--- src/rtl/conv1_ctrl.sv ---
// conv1_ctrl: frame sequencer for conv stage 1 (pixel intake, window strobe, result counting).
// Define CONV1_CTRL_TIMEOUT_EN to add the drain watchdog and sticky err.
module conv1_ctrl #(
    parameter int WIDTH       = 28,
    parameter int HEIGHT      = 28,
    parameter int FILTER_SIZE = 7,
    parameter int TIMEOUT     = 64
) (
    input  logic                      clk,
    input  logic                      rst_n,
    input  logic                      start,
    input  logic                      pix_valid,
    output logic                      pix_ready,
    output logic                      buf_wr_en,
    output logic                      win_valid,
    input  logic                      maxpool_ready,
    input  logic                      valid_out_calc,
    output logic                      out_valid,
    output logic [$clog2(HEIGHT)-1:0] out_row,
    output logic [$clog2(WIDTH)-1:0]  out_col,
    output logic                      busy,
    output logic                      done,
    output logic                      err
);
    localparam int RW    = $clog2(HEIGHT);
    localparam int CW    = $clog2(WIDTH);
    localparam int OW    = WIDTH - FILTER_SIZE + 1;
    localparam int OH    = HEIGHT - FILTER_SIZE + 1;
    localparam int TOTAL = OW * OH;
    localparam int NW    = $clog2(TOTAL + 1);
    localparam logic [CW-1:0] COL_LAST  = CW'(WIDTH - 1);
    localparam logic [CW-1:0] COL_WIN   = CW'(FILTER_SIZE - 1);
    localparam logic [CW-1:0] OCOL_LAST = CW'(OW - 1);
    localparam logic [RW-1:0] ROW_LAST  = RW'(HEIGHT - 1);
    localparam logic [RW-1:0] ROW_WIN   = RW'(FILTER_SIZE - 1);
    localparam logic [NW-1:0] TOT       = NW'(TOTAL);
    localparam logic [1:0] S_IDLE   = 2'd0;
    localparam logic [1:0] S_STREAM = 2'd1;
    localparam logic [1:0] S_DRAIN  = 2'd2;
    localparam logic [1:0] S_DONE   = 2'd3;

    logic [1:0]    state_q, state_d;
    logic [RW-1:0] row_q, row_d, pr_q, pr_d, orow_q, orow_d;
    logic [CW-1:0] col_q, col_d, pc_q, pc_d, ocol_q, ocol_d;
    logic [NW-1:0] cnt_q, cnt_d;
    logic          win_q, win_d, ov_q, ov_d;
    logic          accept, res, qual, wd_trip;

    assign pix_ready = (state_q == S_STREAM) && maxpool_ready;
    assign accept    = pix_valid && pix_ready;
    assign buf_wr_en = accept;
    assign busy      = (state_q == S_STREAM) || (state_q == S_DRAIN);
    assign done      = state_q == S_DONE;
    assign res       = valid_out_calc && busy;
    assign qual      = accept && (row_q >= ROW_WIN) && (col_q >= COL_WIN);
    assign win_valid = win_q;
    assign out_valid = ov_q;
    assign out_row   = orow_q;
    assign out_col   = ocol_q;
    // A pending window survives stalls; a fresh one replaces a consumed one in the same cycle.
    assign win_d     = qual || (win_q && !maxpool_ready);
    assign ov_d      = res;

    always_comb begin
        state_d = state_q;
        row_d   = row_q;
        col_d   = col_q;
        pr_d    = pr_q;
        pc_d    = pc_q;
        orow_d  = orow_q;
        ocol_d  = ocol_q;
        cnt_d   = cnt_q;
        if (state_q == S_IDLE && start) begin
            state_d = S_STREAM;
            row_d   = '0;
            col_d   = '0;
            pr_d    = '0;
            pc_d    = '0;
            orow_d  = '0;
            ocol_d  = '0;
            cnt_d   = '0;
        end
        if (accept) begin
            col_d = (col_q == COL_LAST) ? '0 : col_q + 1'b1;
            row_d = (col_q == COL_LAST) ? row_q + 1'b1 : row_q;
            if (row_q == ROW_LAST && col_q == COL_LAST)
                state_d = S_DRAIN;
        end
        if (res) begin
            cnt_d  = cnt_q + 1'b1;
            orow_d = pr_q;
            ocol_d = pc_q;
            pc_d   = (pc_q == OCOL_LAST) ? '0 : pc_q + 1'b1;
            pr_d   = (pc_q == OCOL_LAST) ? pr_q + 1'b1 : pr_q;
        end
        if (state_q == S_DRAIN && cnt_q == TOT)
            state_d = S_DONE;
        if (state_q == S_DONE)
            state_d = S_IDLE;
        if (wd_trip)
            state_d = S_IDLE;
    end

    always_ff @(posedge clk or negedge rst_n) begin
        if (!rst_n) begin
            state_q <= S_IDLE;
            row_q   <= '0;
            col_q   <= '0;
            pr_q    <= '0;
            pc_q    <= '0;
            orow_q  <= '0;
            ocol_q  <= '0;
            cnt_q   <= '0;
            win_q   <= 1'b0;
            ov_q    <= 1'b0;
        end else begin
            state_q <= state_d;
            row_q   <= row_d;
            col_q   <= col_d;
            pr_q    <= pr_d;
            pc_q    <= pc_d;
            orow_q  <= orow_d;
            ocol_q  <= ocol_d;
            cnt_q   <= cnt_d;
            win_q   <= win_d;
            ov_q    <= ov_d;
        end
    end

`ifdef CONV1_CTRL_TIMEOUT_EN
    localparam int WDW = $clog2(TIMEOUT + 1);
    localparam logic [WDW-1:0] WD_LAST = WDW'(TIMEOUT - 1);
    logic [WDW-1:0] wd_q, wd_d;
    logic           err_q, err_d;

    assign wd_trip = (state_q == S_DRAIN) && !valid_out_calc && (wd_q == WD_LAST);
    assign wd_d    = ((state_q == S_DRAIN) && !valid_out_calc && !wd_trip) ? wd_q + 1'b1 : '0;
    assign err_d   = err_q || wd_trip;
    assign err     = err_q;

    always_ff @(posedge clk or negedge rst_n) begin
        if (!rst_n) begin
            wd_q  <= '0;
            err_q <= 1'b0;
        end else begin
            wd_q  <= wd_d;
            err_q <= err_d;
        end
    end
`else
    assign wd_trip = 1'b0;
    // Without the watchdog err is a constant 0 for every legal TIMEOUT.
    assign err     = TIMEOUT < 0;
`endif
endmodule

--- config.mk ---
export PLATFORM = sky130hd
export DESIGN_NAME = conv1_ctrl
export DESIGN_NICKNAME = d
export VERILOG_FILES = /design/src/rtl/conv1_ctrl.sv
export SDC_FILE = /design/constraint.sdc
export NUM_CORES = 1
export LEC_CHECK = 0
export ABC_AREA = 0
export CORE_MARGIN = 2
export CORE_UTILIZATION = 35
export CTS_CLUSTER_DIAMETER = 100
export DETAILED_ROUTE_END_ITERATION = 8
export PLACE_DENSITY = 0.52
export SYNTH_ARGS = -nofsm -noshare
export SYNTH_HDL_FRONTEND = slang
export SYNTH_SLANG_ARGS = --single-unit
--- constraint.sdc ---
create_clock -name clk -period 2.3 [get_ports clk]
set_input_delay 0.69 -clock clk [delete_from_list [all_inputs] [get_ports clk]]
set_output_delay 0.69 -clock clk [all_outputs]
set_load 0.01 [all_outputs]
==> flow_summary.json <==
{
  "dr_total_vias": 1793,
  "setup_violations": 0,
  "syn-cell-area_um2": 2192,
  "die_w_um": 83.14,
  "path_class": "input pin to output pin",
  "synth_cell_type_count": 43,
  "worstSkewPairLatency_ns": 0.29,
  "track_usage": 0.1499,
  "power_density_nw_per_um2": 757.7,
  "yosys_most_used_dff": "dfrtp_1",
  "hold_class": "input pin to asynchronous set/reset pin",
  "viasPerCell": 5.352,
  "die_area_um2": 6912,
  "worst-path-max-fanout": 2,
  "die_height_um": 83.14,
  "synth-seq-cells": 43,
  "placed_area_um2": 2584,
  "async_flop_share": 1.000,
  "synthCells": 216,
  "clock_skew_ns": 0.006359,
  "cts_hold_buf": 0,
  "reg2reg_slack_ns": 0.47,
  "routed_wl_mm": 4.985,
  "synth_warnings": 0,
  "cp.arrival_ns": 1.56,
  "grt_first_pass_wirelength_mm": 8.528,
  "cts-root-buf": "clkbuf_8",
  "final_util": 0.4526,
  "fmax_ghz": 0.4443,
  "area_growth_pct": 23.69,
  "antenna_left": 0,
  "core_area_um2": 5991,
  "design_area_um2": 2711,
  "cts_htree_levels": 2,
  "status": "finished clean",
  "cts_buffer_depth": 2,
  "rsz0062_at_grt": "false",
  "rows": 28,
  "io_pins": 23,
  "worst_slew_pin_slew_ns": 0.5002,
  "n_antenna_cell": 0,
  "grt_overflow": 0,
  "synth_edf_count": 0,
  "leakagePower_nw": 1.194,
  "cts_inserted_buffers": 5,
  "fin_crit_sh": 0.9785,
  "final_nets": 278,
  "gp_congestion": 0.8468,
  "grt_start_max_net_pins": 22,
  "cp-end-kind": "output pin",
  "postSynthAreaPerCell_um2": 10.15,
  "syn_nets": 235,
  "cts_tree": "yes",
  "slew_violations": 0,
  "tns_ns": 0,
  "drt_pass1_iterations": 4,
  "drt_iter0_markers": 65,
  "ys_seq_area_frac": 0.4909,
  "cts.sinks": 43,
  "routedWlPerCell_um": 14.88,
  "cts.clk_slew.worst_paths_ns": 0.08,
  "required_ns": 1.61,
  "min_period_ns": 2.251,
  "ir_worst_vdd_mv": 0.3718,
  "power_mw": 2.054,
  "dp_hpwl_mm": 3.561,
  "io_buffers": 21,
  "max_cap_viol_count": 0,
  "grt_pass1_vias": 1727,
  "start_util": 0.3659,
  "cp-start-kind": "input pin",
  "drc_errors": 0,
  "drive_gt1_frac": 0.1269,
  "slew_headroom": 0.6665,
  "antenna_found_initial": 0,
  "finalHoldViolCount": 0
}
## repair_timing
item                       4_1_cts  5_1_grt
setup endpoints to repair        3        3
gates resized for setup          4        6
setup buffers                    2        2
## placed cells by master (no fill, tap or decap), types with 3 or more instances in the layout
cell type,instances
mux2i_1,5
a22o_1,9
nand3_1,15
o21ai_0,21
dfrtp_1,43
nand2_1,19
or4_1,4
a31oi_1,6
buf_4,21
inv_1,13
a41oi_1,3
nor3_1,5
ha_1,12
clkbuf_8,5
clkdlybuf4s50_1,15
o31ai_1,3
nand4b_1,3
nor2_1,4
a21oi_1,11
## per-layer routing
| metal | wire, um | up-vias | global-route usage |
|---|---|---|---|
| met2 | 2224 | 26 | 0.2236 |
| met4 | 33 | 0 | 0.03577 |
| met3 | 139 | 2 | 0.02783 |
| met5 | 0 | - | 0 |
| met1 | 2588 | 867 | 0.2247 |
| li1 | - | 898 | - |
## worst max-delay path, stage by stage
cell and delay, ns:
clkdlybuf4s50_1 0.50, nand3_2 0.08, clkinv_1 0.06, clkdlybuf4s15_1 0.23
## power by group
group	total (mW)	switching [mW]	internal, mW
Clock	0.472	0.258	0.214
Sequential	1.07	0.171	0.896
Combinational	0.516	0.249	0.266
## Yosys cell counts, drive strengths merged, types with 4 or more instances
library cell / number / area, um2
o21ai: 21 / 105.1
inv: 15 / 56.30
a31oi: 6 / 37.54
nand3: 16 / 85.08
mux2i: 5 / 50.05
nand2: 19 / 71.32
a21oi: 11 / 55.05
a22o: 9 / 78.83
buf: 5 / 30.02
dfrtp: 43 / 1076
ha: 13 / 162.7
or4: 4 / 30.03
nor3: 5 / 25.02
nor2: 4 / 15.01
## kinds of logic (layout without fill, tap and decap cells)
group,count (synthesis),after routing,share of synthesized area
buf+inv,22,66,0.04337
other cells,1,1,0.001711
simple gates,64,64,0.1615
mux,5,5,0.02283
flops,43,43,0.4909
fa+ha+maj,13,13,0.07420
compound gates,68,68,0.2055
## flip-flops by register name, indices dropped and copies added, names as in the netlist
signal / count
pr_q: 5
out_valid: 1
win_valid: 1
state_q: 2
col_q: 5
out_row: 5
cnt_q: 9
out_col: 5
row_q: 5
pc_q: 5
## per-stage QoR
| stage | cells | hold slack, ns | worst slack, ns |
|---|---|---|---|
| 2_1_floorplan | 216 | 0.3944 | 0.5578 |
| 3_3_place_gp | 323 | 0.4649 | -0.3112 |
| 3_5_place_dp | 323 | 0.4722 | -0.3083 |
| 4_1_cts | 333 | 0.3709 | -0.05171 |
| 5_1_grt | 335 | 0.3862 | 0.004053 |
| 6_report | 335 | 0.3532 | 0.04943 |
## final cells by class
| type | count | area (um2) |
|---|---|---|
| Clock buffer | 7 | 76.32 |
| Clock inverter | 1 | 5.005 |
| Fill cell | 588 | 3279 |
| Inverter | 16 | 60.06 |
| Multi-Input combinational cell | 151 | 1033 |
| Sequential cell | 43 | 1076 |
| Tap cell | 75 | 93.84 |
| Timing Repair Buffer | 42 | 366.6 |
## path summary, 6_finish.rpt
kind | cells after the start | to | startpoint
max | 4 | buf_wr_en | pix_valid
min | 1 | cnt_q[7]$_DFFE_PN0P_ | rst_n
max reg2reg | 9 | cnt_q[5]$_DFFE_PN0P_ | state_q[0]$_DFF_PN0_
min reg2reg | 1 | cnt_q[8]$_DFFE_PN0P_ | cnt_q[8]$_DFFE_PN0P_
max in group asynchronous | 2 | out_row[0]$_DFFE_PN0P_ | rst_n
min in group clk | 1 | cnt_q[8]$_DFFE_PN0P_ | cnt_q[8]$_DFFE_PN0P_
Note: power is estimated with default switching activity, not from simulation.
